`src/rtl/apb_req_arbiter.sv`:
```
// Round-robin arbiter that shares one APB slave port between NO_REQ requesters, with a PREADY watchdog.
// Zero-wait transfer: accept T, SETUP T+1, ACCESS T+2, response T+3; requesters back up on req_ready.
module apb_req_arbiter #(
    parameter int DATA_WIDTH = 32,
    parameter int ADDR_WIDTH = 32,
    parameter int NO_REQ     = 4,
    parameter int TIMEOUT    = 16
) (
    input  logic                         PCLK,
    input  logic                         PRESET,
    input  logic [NO_REQ-1:0]            req_valid,
    input  logic [NO_REQ-1:0]            req_write,
    input  logic [NO_REQ*ADDR_WIDTH-1:0] req_addr,
    input  logic [NO_REQ*DATA_WIDTH-1:0] req_wdata,
    output logic [NO_REQ-1:0]            req_ready,
    output logic [NO_REQ-1:0]            rsp_valid,
    output logic [DATA_WIDTH-1:0]        rsp_rdata,
    output logic                         rsp_err,
    output logic                         rsp_timeout,
    output logic                         PSELx,
    output logic                         PENABLE,
    output logic                         PWRITE,
    output logic [ADDR_WIDTH-1:0]        PADDR,
    output logic [DATA_WIDTH-1:0]        PWDATA,
    input  logic                         PREADY,
    input  logic [DATA_WIDTH-1:0]        PRDATA,
    input  logic                         PSLVERR
);
    localparam int IDX_W = (NO_REQ > 1) ? $clog2(NO_REQ) : 1;
    localparam int CNT_W = (TIMEOUT > 0) ? $clog2(TIMEOUT + 1) : 1;

    localparam logic [1:0] ST_IDLE   = 2'd0;
    localparam logic [1:0] ST_SETUP  = 2'd1;
    localparam logic [1:0] ST_ACCESS = 2'd2;

    localparam logic [CNT_W-1:0] CNT_LAST = (TIMEOUT > 0) ? CNT_W'(TIMEOUT - 1) : '0;
    localparam logic [IDX_W-1:0] IDX_LAST = IDX_W'(NO_REQ - 1);

    logic [1:0]            state_q, state_d;
    logic [IDX_W-1:0]      ptr_q, ptr_d;
    logic [IDX_W-1:0]      owner_q, owner_d;
    logic [CNT_W-1:0]      cnt_q, cnt_d;
    logic [ADDR_WIDTH-1:0] addr_q, addr_d;
    logic [DATA_WIDTH-1:0] wdata_q, wdata_d;
    logic                  write_q, write_d;
    logic [NO_REQ-1:0]     rsp_valid_q, rsp_valid_d;
    logic [DATA_WIDTH-1:0] rsp_rdata_q, rsp_rdata_d;
    logic                  rsp_err_q, rsp_err_d;
    logic                  rsp_timeout_q, rsp_timeout_d;

    logic                  found;
    logic [IDX_W-1:0]      win;
    logic [IDX_W:0]        j;
    logic [IDX_W-1:0]      ptr_next;

    // First pending requester at or above the pointer, wrapping modulo NO_REQ.
    always_comb begin
        found = 1'b0;
        win   = ptr_q;
        j     = '0;
        for (int k = 0; k < NO_REQ; k++) begin
            j = {1'b0, ptr_q} + (IDX_W + 1)'(k);
            if (j >= (IDX_W + 1)'(NO_REQ)) begin
                j = j - (IDX_W + 1)'(NO_REQ);
            end
            if (!found && req_valid[j[IDX_W-1:0]]) begin
                found = 1'b1;
                win   = j[IDX_W-1:0];
            end
        end
    end

    always_comb begin
        req_ready = '0;
        if (!PRESET && state_q == ST_IDLE && found) begin
            req_ready[win] = 1'b1;
        end
    end

    assign ptr_next = (owner_q == IDX_LAST) ? '0 : owner_q + IDX_W'(1);

    always_comb begin
        state_d       = state_q;
        ptr_d         = ptr_q;
        owner_d       = owner_q;
        cnt_d         = cnt_q;
        addr_d        = addr_q;
        wdata_d       = wdata_q;
        write_d       = write_q;
        rsp_valid_d   = '0;
        rsp_rdata_d   = rsp_rdata_q;
        rsp_err_d     = rsp_err_q;
        rsp_timeout_d = rsp_timeout_q;
        case (state_q)
            ST_IDLE: begin
                if (found) begin
                    state_d = ST_SETUP;
                    owner_d = win;
                    cnt_d   = '0;
                    addr_d  = req_addr[int'(win)*ADDR_WIDTH +: ADDR_WIDTH];
                    wdata_d = req_wdata[int'(win)*DATA_WIDTH +: DATA_WIDTH];
                    write_d = req_write[win];
                end
            end
            ST_SETUP: begin
                state_d = ST_ACCESS;
            end
            ST_ACCESS: begin
                if (PREADY) begin
                    state_d              = ST_IDLE;
                    ptr_d                = ptr_next;
                    rsp_valid_d[owner_q] = 1'b1;
                    rsp_rdata_d          = write_q ? '0 : PRDATA;
                    rsp_err_d            = PSLVERR;
                    rsp_timeout_d        = 1'b0;
                end else if (TIMEOUT != 0 && cnt_q == CNT_LAST) begin
                    // Slave never answered: abort and report instead of hanging the bus.
                    state_d              = ST_IDLE;
                    ptr_d                = ptr_next;
                    rsp_valid_d[owner_q] = 1'b1;
                    rsp_rdata_d          = '0;
                    rsp_err_d            = 1'b1;
                    rsp_timeout_d        = 1'b1;
                end else begin
                    cnt_d = cnt_q + CNT_W'(1);
                end
            end
            default: begin
                state_d = ST_IDLE;
            end
        endcase
    end

    always_ff @(posedge PCLK or posedge PRESET) begin
        if (PRESET) begin
            state_q       <= ST_IDLE;
            ptr_q         <= '0;
            owner_q       <= '0;
            cnt_q         <= '0;
            addr_q        <= '0;
            wdata_q       <= '0;
            write_q       <= 1'b0;
            rsp_valid_q   <= '0;
            rsp_rdata_q   <= '0;
            rsp_err_q     <= 1'b0;
            rsp_timeout_q <= 1'b0;
        end else begin
            state_q       <= state_d;
            ptr_q         <= ptr_d;
            owner_q       <= owner_d;
            cnt_q         <= cnt_d;
            addr_q        <= addr_d;
            wdata_q       <= wdata_d;
            write_q       <= write_d;
            rsp_valid_q   <= rsp_valid_d;
            rsp_rdata_q   <= rsp_rdata_d;
            rsp_err_q     <= rsp_err_d;
            rsp_timeout_q <= rsp_timeout_d;
        end
    end

    assign PSELx       = (state_q != ST_IDLE);
    assign PENABLE     = (state_q == ST_ACCESS);
    assign PWRITE      = write_q;
    assign PADDR       = addr_q;
    assign PWDATA      = wdata_q;
    assign rsp_valid   = rsp_valid_q;
    assign rsp_rdata   = rsp_rdata_q;
    assign rsp_err     = rsp_err_q;
    assign rsp_timeout = rsp_timeout_q;

endmodule
```
`config.mk`:
```
export PLATFORM = sky130hd
export DESIGN_NAME = apb_req_arbiter
export DESIGN_NICKNAME = d
export VERILOG_FILES = /design/src/rtl/apb_req_arbiter.sv
export SDC_FILE = /design/constraint.sdc
export NUM_CORES = 1
export LEC_CHECK = 0
export CORE_AREA = 4 4 157 159
export DETAILED_ROUTE_END_ITERATION = 8
export DIE_AREA = 0 0 161 163
export GPL_TIMING_DRIVEN = 0
export PLACE_DENSITY = 0.74
export SLEW_MARGIN = 20
export SYNTH_ARGS = -nofsm -noshare
export SYNTH_HDL_FRONTEND = slang
export SYNTH_SLANG_ARGS = --single-unit
```
`constraint.sdc`:
```
create_clock -name PCLK -period 5.8 [get_ports PCLK]
set_clock_uncertainty 0.1 [all_clocks]
set_input_delay 1.16 -clock PCLK [delete_from_list [all_inputs] [get_ports PCLK]]
set_output_delay 1.16 -clock PCLK [all_outputs]
set_load 0.1 [all_outputs]
```
==> metrics.cfg <==
[timing]
tightest_slew_ns = 1.058
setup_viol = 0
setup_ws_ns = 0.1950
finalHoldViolations = 0
rsz0062_at_grt = no
slew_headroom = 0.2922
fin_crit_sh = 0.9664
max_freq_mhz = 178.4
period_minus_slack_ns = 5.605
maxSlewViolCount = 0

[global_route]
grt_pass1_wl_mm = 48.50
antenna_found_initial = 2
grtUsageTotal = 0.2383
grt-ovfl-total = 0
grt_pass1_vias = 8242
grt_start_max_net_pins = 32

[detailed_routing]
vias = 8213
routed_via_density = 5.486
wire_per_inst_um = 21.91
antenna_left = 0
drc = 0
dr.pass1.iters = 5
drt_iter0_markers = 760
drt-total-wl_mm = 32.80

[power_and_ir_drop]
power_density_nw_per_um2 = 685.8
ir_drop_uv = 368.7
power.leakage_nw = 4.883

[cells_and_area]
drive_gt1_frac = 0.07908
layout_commonest_cell = clkdlybuf4s50_1
fillerInstances = 2238
fin_util = 0.5136
layout.nets = 1469
mostFrequentLayoutCells = clkdlybuf4s50_1 (405), dfrtp_1 (114), nand2_1 (77), a21oi_1 (69), o22a_1 (69)
area_growth_pct = 76.46
design_area_um2 = 11950

[clocking]
worstSkewPairLatency_ns = 0.41
clock-sinks = 114
cts_tree = yes
cts_htree_levels = 4
holdBufCountCts = 0
post_cts_resized = 1
cts_setup_buffers = 0
clk_pin_slew_ns = 0.06
cts_root_buf = clkbuf_16
tritoncts.num_buffers = 17
cts_buffer_depth = 2

[synthesis]
synth-compound-area-share = 0.3338
synthFlopType = dfrtp_1
synth_xor_area_frac = 0.002587
synth_cells = 733
seq_area_frac_synth = 0.4214
syn-num-nets = 1039
syn_area_um2 = 6770
synthArstFlopShare = 1.000
yosys_warnings = 0
ys_ff_latch = 114
synthMuxAreaShare = 0
synth_cell_type_count = 39
synth_top_family_by_area = compound AO/OA/AOI/OAI gates
synthAdderAreaFrac = 0.01109
synth-edff-count = 0
synth.avg_cell_area_um2 = 9.236
yosys.area_share.simple = 0.1599

[worst_setup_path]
r2r-start = cnt_q[0]$_DFFE_PP0P_
cp.required_ns = 4.54
worst_r2r_endpoint = rsp_rdata[1]$_DFFE_PP0P_
cp-start-kind = input port
setup.worst_path.end = req_ready[0]
crit_fanout = 10
cp-end-kind = primary output
arrival_ns = 4.34
critPathLaunch = req_valid[1]
reg2reg_depth = 9
worstSetupPathType = input port to primary output
r2r_setup_slack_ns = 3.37

[floorplan]
start_util = 0.2910
io_pins = 409
die_area_um2 = 26240
rows = 56
coreArea_um2 = 23260
die_w_um = 161
die_y_um = 163

[placed_design]
hpwl_mm = 25.27
placed_cell_area_um2 = 11330
io_buffers = 407
post-place-ws_ns = -0.04943
gp_congestion = 0.8889

[hold_path]
min_from = rsp_rdata[29]$_DFFE_PP0P_
hold_class = register to register

[outcome]
outcome = finished, final reports clean

[flow_run]
cap_violations = 0

critical path, stage by stage:
cell             delay, ns
clkdlybuf4s50_1       0.50
buf_4                 0.22
nor3_1                0.19
nor2_1                0.06
o31ai_1               0.39
clkbuf_1              0.68
and3_1                0.25
dlygate4sd2_1         0.90
cells by family (layout without fill, tap and decap cells):
family | after synthesis | after routing
AO/OA/AOI/OAI | 293 | 293
AND/OR/NAND/NOR | 215 | 215
flip-flops | 114 | 114
buffers and inverters | 103 | 546
adder cells (fa/ha/maj) | 6 | 6
XOR/XNOR | 2 | 2
other | 0 | 2
per-layer routing:
layer  track usage  vias up  part of all wire
li1              -     3738                 -
met1        0.2852     4012              0.40
met2        0.4188      414              0.50
met3       0.06049       49             0.078
met4       0.07988        0             0.026
met5             0        -                 0
per-stage QoR:
| stage | cells | power, mW | hold WS, ns | TNS [ns] |
|---|---|---|---|---|
| 2_1_floorplan | 733 | 5.466 | 0.3391 | 0 |
| 3_3_place_gp | 1459 | 7.022 | 0.3499 | -4.653 |
| 3_5_place_dp | 1463 | 7.080 | 0.3556 | -0.04943 |
| 4_1_cts | 1495 | 8.220 | 0.3682 | 0 |
| 5_1_grt | 1496 | 8.536 | 0.3928 | 0 |
| 6_report | 1497 | 8.193 | 0.3648 | 0 |
final cells by class:
class	count	area [µm²]	area share
Sequential cell	114	2853	0.2388
Clock inverter	14	173.9	0.01456
Inverter	8	33.78	0.002828
Antenna cell	2	5.005	0.0004189
Timing Repair Buffer	411	4155	0.3478
Clock buffer	18	439.2	0.03676
Tap cell	319	399.1	0.03341
Buffer	95	452.9	0.03791
Multi-Input combinational cell	516	3435	0.2875
synth_stat cells (2+ instances only):
cell,n,area [µm²]
dfrtp_1,114,2853
nand2_1,77,289.0
a21oi_1,69,345.3
o22a_1,69,604.3
nand4_1,67,419.2
o31ai_1,67,503.0
a221o_1,65,650.6
buf_2,47,235.2
clkbuf_1,39,146.4
nand3_1,32,160.2
nor2_1,11,41.29
inv_1,7,26.28
ha_1,6,75.07
nand2b_1,6,37.54
o21ai_0,6,30.03
and2_1,5,31.28
and3_1,5,31.28
nor2b_1,5,31.28
buf_4,4,30.03
buf_6,3,33.78
nor3_1,3,15.01
o211ai_1,3,22.52
o21bai_1,3,22.52
buf_1,2,7.510
o21ai_1,2,10.01
o22ai_1,2,12.51
xor2_1,2,17.52
where the power goes:
part           internal [mW]  switching (mW)  leakage, nW
combinational           1.55            4.12         3.19
sequential              1.18           0.223         1.39
clock                  0.694           0.428        0.302
total                   3.43            4.77         4.88
registers in the layout, summed over array words and instances (netlist names):
| signal | cells |
|---|---|
| rsp_rdata | 32 |
| owner_q | 2 |
| PWDATA | 32 |
| cnt_q | 5 |
| rsp_valid | 4 |
| state_q | 2 |
| rsp_timeout | 1 |
| rsp_err | 1 |
| PADDR | 32 |
| ptr_q | 2 |
| PWRITE | 1 |
how the worst min path moves through the flow:
stage / endpoint / slack, ns / depth (start not counted)
6_report: rsp_rdata[29]$_DFFE_PP0P_ / 0.36 / 2
5_1_grt: rsp_rdata[16]$_DFFE_PP0P_ / 0.39 / 2
4_1_cts: rsp_rdata[6]$_DFFE_PP0P_ / 0.37 / 2
3_5_place_dp: rsp_rdata[27]$_DFFE_PP0P_ / 0.36 / 2
3_3_place_gp: rsp_rdata[9]$_DFFE_PP0P_ / 0.35 / 2
2_1_floorplan: state_q[1]$_DFFE_PP0P_ / 0.34 / 1
Note: power is estimated with default switching activity, not from simulation.
